$ cat config.mk
export PLATFORM = sky130hd
export DESIGN_NAME = alu_share_ctrl
export DESIGN_NICKNAME = d
export VERILOG_FILES = /design/src/rtl/alu_share_ctrl.sv
export SDC_FILE = /design/constraint.sdc
export NUM_CORES = 1
export LEC_CHECK = 0
export CORE_MARGIN = 4
export CORE_UTILIZATION = 30
export CTS_BUF_LIST = sky130_fd_sc_hd__clkbuf_4 sky130_fd_sc_hd__clkbuf_8
export CTS_CLUSTER_DIAMETER = 100
export CTS_CLUSTER_SIZE = 28
export DETAILED_ROUTE_END_ITERATION = 10
export PLACE_DENSITY_LB_ADDON = 0.3
export SYNTH_ARGS = -nofsm -noshare
export SYNTH_HDL_FRONTEND = slang
export SYNTH_SLANG_ARGS = --single-unit
$ cat constraint.sdc
create_clock -name clk -period 1.3 [get_ports clk]
set_input_delay 0.195 -clock clk [delete_from_list [all_inputs] [get_ports clk]]
set_output_delay 0.195 -clock clk [all_outputs]
set_load 0.01 [all_outputs]
$ cat src/rtl/alu_share_ctrl.sv
// ----------------------------------------------------------------------------
// alu_share_ctrl
//   Shares one combinational ALU between two requesters. It arbitrates
//   valid/ready requests, registers the winning operands onto the ALU,
//   holds them there for EXEC_CYCLES cycles, captures the result and flags,
//   and returns them on a single response channel tagged with the id of the
//   requester.
//
//   Parameters
//     WIDTH        operand/result width (must match the attached ALU, 4)
//     EXEC_CYCLES  cycles the operands sit on the ALU before capture (>= 1)
//
//   Optional build macro
//     ALU_SHARE_FIXED_PRIO_EN  requester 0 always wins when both are valid;
//                              default (undefined) is round-robin.
//
//   Ports
//     clk, rst                  clock, synchronous active-high reset
//     req_valid[1:0]  in        per-requester op valid
//     req_ready[1:0]  out       per-requester accept (one-hot or zero)
//     req_f[5:0]      in        function codes {req1, req0}
//     req_a, req_b    in        operands {req1, req0}
//     alu_f/a/b       out       registered operands towards the ALU
//     alu_out/zero/overflow/carry in  ALU result and flags
//     rsp_valid/ready           response handshake
//     rsp_id                    requester id of the response
//     rsp_out/zero/overflow/carry   captured result and flags
// ----------------------------------------------------------------------------
module alu_share_ctrl #(
  parameter int unsigned WIDTH       = 4,
  parameter int unsigned EXEC_CYCLES = 1
) (
  input  logic                 clk,
  input  logic                 rst,
  input  logic [1:0]           req_valid,
  output logic [1:0]           req_ready,
  input  logic [5:0]           req_f,
  input  logic [2*WIDTH-1:0]   req_a,
  input  logic [2*WIDTH-1:0]   req_b,
  output logic [2:0]           alu_f,
  output logic [WIDTH-1:0]     alu_a,
  output logic [WIDTH-1:0]     alu_b,
  input  logic [WIDTH-1:0]     alu_out,
  input  logic                 alu_zero,
  input  logic                 alu_overflow,
  input  logic                 alu_carry,
  output logic                 rsp_valid,
  input  logic                 rsp_ready,
  output logic                 rsp_id,
  output logic [WIDTH-1:0]     rsp_out,
  output logic                 rsp_zero,
  output logic                 rsp_overflow,
  output logic                 rsp_carry
);

  localparam int unsigned CNT_W = (EXEC_CYCLES > 1) ? $clog2(EXEC_CYCLES) : 1;
  localparam logic [CNT_W-1:0] CNT_LOAD = CNT_W'(EXEC_CYCLES - 1);

  typedef enum logic [1:0] {
    S_IDLE,
    S_EXEC,
    S_RESP
  } state_e;

  state_e             state_q, state_d;
  logic [CNT_W-1:0]   cnt_q, cnt_d;

  logic [2:0]         op_f_q, op_f_d;
  logic [WIDTH-1:0]   op_a_q, op_a_d;
  logic [WIDTH-1:0]   op_b_q, op_b_d;
  logic               op_id_q, op_id_d;

  logic               rsp_valid_q, rsp_valid_d;
  logic               rsp_id_q, rsp_id_d;
  logic [WIDTH-1:0]   rsp_out_q, rsp_out_d;
  logic               rsp_zero_q, rsp_zero_d;
  logic               rsp_ovf_q, rsp_ovf_d;
  logic               rsp_carry_q, rsp_carry_d;

`ifndef ALU_SHARE_FIXED_PRIO_EN
  logic               last_grant_q, last_grant_d;
`endif

  logic               grant_vld;
  logic               grant_id;
  logic               accept;
  logic [2:0]         sel_f;
  logic [WIDTH-1:0]   sel_a;
  logic [WIDTH-1:0]   sel_b;

  // Arbitration: recomputed every cycle, nothing is locked until accept.
  always_comb begin
    grant_vld = |req_valid;
`ifdef ALU_SHARE_FIXED_PRIO_EN
    grant_id  = ~req_valid[0];
`else
    if (&req_valid) begin
      grant_id = ~last_grant_q;
    end else begin
      grant_id = ~req_valid[0];
    end
`endif
  end

  assign req_ready = (state_q == S_IDLE && grant_vld) ? {grant_id, ~grant_id} : '0;
  assign accept    = |(req_valid & req_ready);

  always_comb begin
    sel_f = grant_id ? req_f[5:3]               : req_f[2:0];
    sel_a = grant_id ? req_a[2*WIDTH-1:WIDTH]   : req_a[WIDTH-1:0];
    sel_b = grant_id ? req_b[2*WIDTH-1:WIDTH]   : req_b[WIDTH-1:0];
  end

  always_comb begin
    state_d      = state_q;
    cnt_d        = cnt_q;
    op_f_d       = op_f_q;
    op_a_d       = op_a_q;
    op_b_d       = op_b_q;
    op_id_d      = op_id_q;
    rsp_valid_d  = rsp_valid_q;
    rsp_id_d     = rsp_id_q;
    rsp_out_d    = rsp_out_q;
    rsp_zero_d   = rsp_zero_q;
    rsp_ovf_d    = rsp_ovf_q;
    rsp_carry_d  = rsp_carry_q;
`ifndef ALU_SHARE_FIXED_PRIO_EN
    last_grant_d = last_grant_q;
`endif

    case (state_q)
      S_IDLE: begin
        if (accept) begin
          op_f_d       = sel_f;
          op_a_d       = sel_a;
          op_b_d       = sel_b;
          op_id_d      = grant_id;
`ifndef ALU_SHARE_FIXED_PRIO_EN
          last_grant_d = grant_id;
`endif
          cnt_d        = CNT_LOAD;
          state_d      = S_EXEC;
        end
      end

      S_EXEC: begin
        if (cnt_q == '0) begin
          rsp_valid_d = 1'b1;
          rsp_id_d    = op_id_q;
          rsp_out_d   = alu_out;
          rsp_zero_d  = alu_zero;
          rsp_ovf_d   = alu_overflow;
          rsp_carry_d = alu_carry;
          state_d     = S_RESP;
        end else begin
          cnt_d = cnt_q - CNT_W'(1);
        end
      end

      S_RESP: begin
        // Returning straight to IDLE (not accepting here) gives the
        // one-cycle bubble after every response handshake.
        if (rsp_ready) begin
          rsp_valid_d = 1'b0;
          state_d     = S_IDLE;
        end
      end

      default: begin
        state_d     = S_IDLE;
        rsp_valid_d = 1'b0;
      end
    endcase
  end

  always_ff @(posedge clk) begin
    if (rst) begin
      state_q      <= S_IDLE;
      cnt_q        <= '0;
      op_f_q       <= '0;
      op_a_q       <= '0;
      op_b_q       <= '0;
      op_id_q      <= 1'b0;
      rsp_valid_q  <= 1'b0;
      rsp_id_q     <= 1'b0;
      rsp_out_q    <= '0;
      rsp_zero_q   <= 1'b0;
      rsp_ovf_q    <= 1'b0;
      rsp_carry_q  <= 1'b0;
`ifndef ALU_SHARE_FIXED_PRIO_EN
      last_grant_q <= 1'b1;
`endif
    end else begin
      state_q      <= state_d;
      cnt_q        <= cnt_d;
      op_f_q       <= op_f_d;
      op_a_q       <= op_a_d;
      op_b_q       <= op_b_d;
      op_id_q      <= op_id_d;
      rsp_valid_q  <= rsp_valid_d;
      rsp_id_q     <= rsp_id_d;
      rsp_out_q    <= rsp_out_d;
      rsp_zero_q   <= rsp_zero_d;
      rsp_ovf_q    <= rsp_ovf_d;
      rsp_carry_q  <= rsp_carry_d;
`ifndef ALU_SHARE_FIXED_PRIO_EN
      last_grant_q <= last_grant_d;
`endif
    end
  end

  // The ALU sees the operand registers in every state; they only move on accept.
  assign alu_f        = op_f_q;
  assign alu_a        = op_a_q;
  assign alu_b        = op_b_q;

  assign rsp_valid    = rsp_valid_q;
  assign rsp_id       = rsp_id_q;
  assign rsp_out      = rsp_out_q;
  assign rsp_zero     = rsp_zero_q;
  assign rsp_overflow = rsp_ovf_q;
  assign rsp_carry    = rsp_carry_q;

endmodule

Word level (Yosys, flattened, before mapping):

Cells that the tools add are included.

* register bits: 25
* word-level logic and storage cells: 51

* add/sub/neg operators: 1
* equal/unequal tests: 5
* muxes and demuxes: 15
* bitwise operators: 6
* reduce and logical (&&, ||, !) cells: 11

Operators by type and width (number)
* two-way mux 2 bit: 4
* two-way mux 4 bit: 2
* AND reduction 2 bit: 4
* != test 2 bit, second input constant: 3
* case mux 2 bit (3 select lines): 1
* AND reduction 3 bit: 2
* two-way mux 1 bit: 5
* inverter 1 bit: 5
* OR reduction 2 bit: 2
* two-way mux 3 bit: 1
* case mux 1 bit (3 select lines): 1
* bitwise AND 2 bit: 1
* equality test 2 x 1 -> 1 bit, second input constant: 1
* equality test 2 bit, second input constant: 1
* zero test 2 bit: 1
* case mux 1 bit (2 select lines): 1
* nonzero test 2 bit: 1
* logical AND 1 bit: 1
* subtractor 1 bit, second input constant: 1

Logic depth before layout (Yosys ltp):

* depth in word-level cells: 8
* mapped depth: 4
* depth with buffers taken out: 3

Worst setup path after synthesis:

Ideal clock, no wire load.

* path type: register to output
* from: register state_q[0]
* to: output port req_ready[1]
* arrival: 1.039 ns
* required time: 1.105 ns
* path slack: 0.066 ns
* cell stages (with the launch flop): 5
* buffers on the path: 1
* cells stage by stage: dfxtp_1 nor2_2 buf_2 nand2_1 a21oi_1

* longest elaborated chain between the ends: 3

Ends and longest elaborated chain
* start: declaration: line 65 `state_e state_q, state_d;`
* start signal: assignment: line 194 `state_q <= state_d;`
* zero test 2 bit: line 105 `assign req_ready = (state_q == S_IDLE && grant_vld) ? {grant_id, ~grant_id} : '0;`
* logical AND 1 bit: line 105
* two-way mux 2 bit: line 105
* end: declaration: line 36 `output logic [1:0] req_ready,`

Every way passes these cells.

Worst setup path after layout:

Same ends and word-level chain as after synthesis.

==> results.ini <==
[global_route]
gr-total-overflow=0
grt_pass1_vias=1201
grt_max_degree=24
grt.total_usage_pct=14.53
grt_pass1_wl_um=5168
antenna_found_initial=0

[routing]
remaining_drc_errors=0
avgViaCountPerCell=4.983
firstDrtPassIters=4
dr_total_vias=1171
wl_per_cell_um=13.73
ant_nets=0
drtIter0Drc=30
wl_um=3227

[clock_tree]
clk_pin_slew_worst_paths_ns=0.13
clk_path_buf_depth=2
cts-hold-fix-buffers=0
cts_made_buffers=3
insertion_delay_ns=0.31
cts_root_buffer=clkbuf_4
cts_tree=done
cts_max_level=1
cts_sinks=24

[worst_hold_path]
hold_class=input port to flop

[cells_and_area]
fin_nets=225
final_cells=235
layout-drive-gt1-share_pct=23.28
syn2layout_area_growth_pct=66.13
n_antenna_cell=0
design_area_sq_um=1798

[floorplan]
die-area_sq_um=4633
initial_utilization_pct=31.68
die-height_um=68.07
coreArea_sq_um=3416
io_pins=56
die_w_um=68.07
num_rows=21

[logic_synthesis]
ys_ff_latch=24
synth_top_family_by_area=compound AO/OA/AOI/OAI gates
synth_area_sq_um=1082
synth_top_flop_cell=dfxtp_1
yosysTopAreaCellShare_pct=44.39
synthMuxAreaShare_pct=0
synth_largest_area_cell=dfxtp_1
yosysUniqueCellTypes=22
yosys.area_share.simple_pct=19.42
synth-compound-area-share_pct=30.87
synth-edff-count=0
syn_avg_cell_area_sq_um=8.658
seq_area_frac_synth_pct=44.39
synthTopCellsByArea=dfxtp_1 (44%), a311oi_2 (14%), a21oi_1 (10%)
ys_top_cells_by_count=dfxtp_1 (24), a21oi_1 (22), nand2_1 (18), nand3_1 (11), o21ai_0 (11)
syn_nets=159
synthCells=125
synthAdderAreaFrac_pct=0
synth_xor_area_share_pct=0
async_flop_share_pct=0
yosysMostFrequentCell=dfxtp_1
ys_warn_count=0

[timing]
fin_worst_skew_ns=0.007491
fmax_mhz=748.9
layout_setup_ws_ns=-0.03523
rsz0062_at_grt=yes
slew_viol_final=0
finalSetupViolations=2
slew_headroom_pct=81.33
post-route-period-util_pct=102.7
tightest_slew_ns=0.2801
min_period_ns=1.335
finalHoldViolations=0

[power_and_ir_drop]
total_power_mw=1.768
p_leak_nw=0.7463
p_per_area_nw_per_um2=983.5
irDropWorstVdd_mv=0.3522

[worst_setup_path]
critical_path_required_ns=1.11
worstPathMaxFanout=3
cp_slowest_stage_delay_ns=0.35
crit_path_start_kind=flop
end_kind=primary output
worstSetupPathType=flop to primary output
cp_cell_sequence=nor2_4 -> nand2_2 -> a21oi_2 -> buf_2
critPathSlowestCell=dfxtp_2
worstPathArrival_ns=1.14

[outcome]
outcome=finished, violations left
failed_checks=setup timing

[job]
maxCapViolations=0

[place]
place_congestion=0.7500
numPortBuffers=55
place_hpwl_um=2373
place_inst=229
placed_cell_area_sq_um=1754

-- where the power goes --
group | switching [mW] | internal (mW) | total, mW
clock network | 0.211 | 0.108 | 0.319
registers | 0.0393 | 0.811 | 0.851
logic | 0.275 | 0.324 | 0.599
-- metrics by stage --
step                hold slack, ns  worst slack [ns]  util [%]  setup TNS (ns)
floorplan                   0.2629           0.06628         -               0
global placement            0.4410           -0.4393     51.36          -4.183
detailed placement          0.4485           -0.4725     51.36          -4.688
CTS                         0.4106          -0.01762     51.90        -0.02994
global route                0.4010           -0.1045     52.64         -0.1931
finish                      0.4229          -0.03523     52.64        -0.06381
-- cell type report --
type                            count  area (sq um)
Inverter                            1         3.754
Sequential cell                    24         484.2
Fill cell                         332          1618
Clock buffer                        3         22.52
Tap cell                           46         57.56
Multi-Input combinational cell     90         578.1
Timing Repair Buffer               71         651.9
-- layout by cell type (no fill, tap or decap), types with 4 or more instances in the layout --
| cell type | Yosys | final |
|---|---|---|
| a21oi_1 | 22 | 21 |
| a311oi_2 | 10 | 10 |
| buf_4 | 0 | 15 |
| clkdlybuf4s50_1 | 0 | 31 |
| dfxtp_1 | 24 | 21 |
| dlygate4sd2_1 | 0 | 22 |
| nand2_1 | 18 | 17 |
| nand3_1 | 11 | 11 |
| nor2_1 | 4 | 4 |
| o21ai_0 | 11 | 9 |
-- flip-flops by register name, indices dropped and copies added (netlist names) --
| name | count |
|---|---|
| rsp_out | 4 |
| state_q | 2 |
| rsp_zero | 1 |
| op_id_q | 1 |
| rsp_overflow | 1 |
| last_grant_q | 1 |
| rsp_id | 1 |
| rsp_carry | 1 |
| rsp_valid | 1 |
| alu_f | 3 |
| alu_b | 4 |
| alu_a | 4 |
-- critical path, delay by kind of cell (launching register included) --
kind | cells | cell delay (ns)
buffers and inverters | 1 | 0.14
AND/OR/NAND/NOR | 2 | 0.24
flip-flops | 1 | 0.35
AO/OA/AOI/OAI | 1 | 0.10
-- layer usage --
| metal | track usage (%) | wire length, um | vias up |
|---|---|---|---|
| met4 | 6.203 | 30 | 0 |
| li1 | - | - | 579 |
| met2 | 24.07 | 1489 | 64 |
| met3 | 3.941 | 294 | 4 |
| met5 | 0 | 0 | - |
| met1 | 17.56 | 1412 | 524 |
-- cells by family (layout without fill, tap and decap cells) --
group | after synthesis | count (layout)
buffers and inverters | 12 | 75
DFF | 24 | 24
and+or+nand+nor | 44 | 45
AOI/OAI and AO/OA | 45 | 45
-- worst paths after layout --
path / startpoint / to / slack, ns / cells after the start
min: alu_overflow / rsp_overflow$_SDFFE_PP0P_ / 0.42 / 3
min reg2reg: rsp_carry$_SDFFE_PP0P_ / rsp_carry$_SDFFE_PP0P_ / 0.46 / 2
max reg2reg: last_grant_q$_SDFFE_PP1P_ / alu_a[3]$_SDFFE_PP0P_ / 0.08 / 4
max: state_q[0]$_SDFFE_PP0P_ / req_ready[1] / -0.04 / 4
-- repair_timing --
action / 4_1_cts / 5_1_grt
buffers inserted: 0 / 2
gates resized for setup: 39 / 4
pin swaps: 2 / 4
gates cloned: 0 / 1
setup endpoints to repair: 33 / 15
No activity file was read; power rests on OpenSTA's default activity.
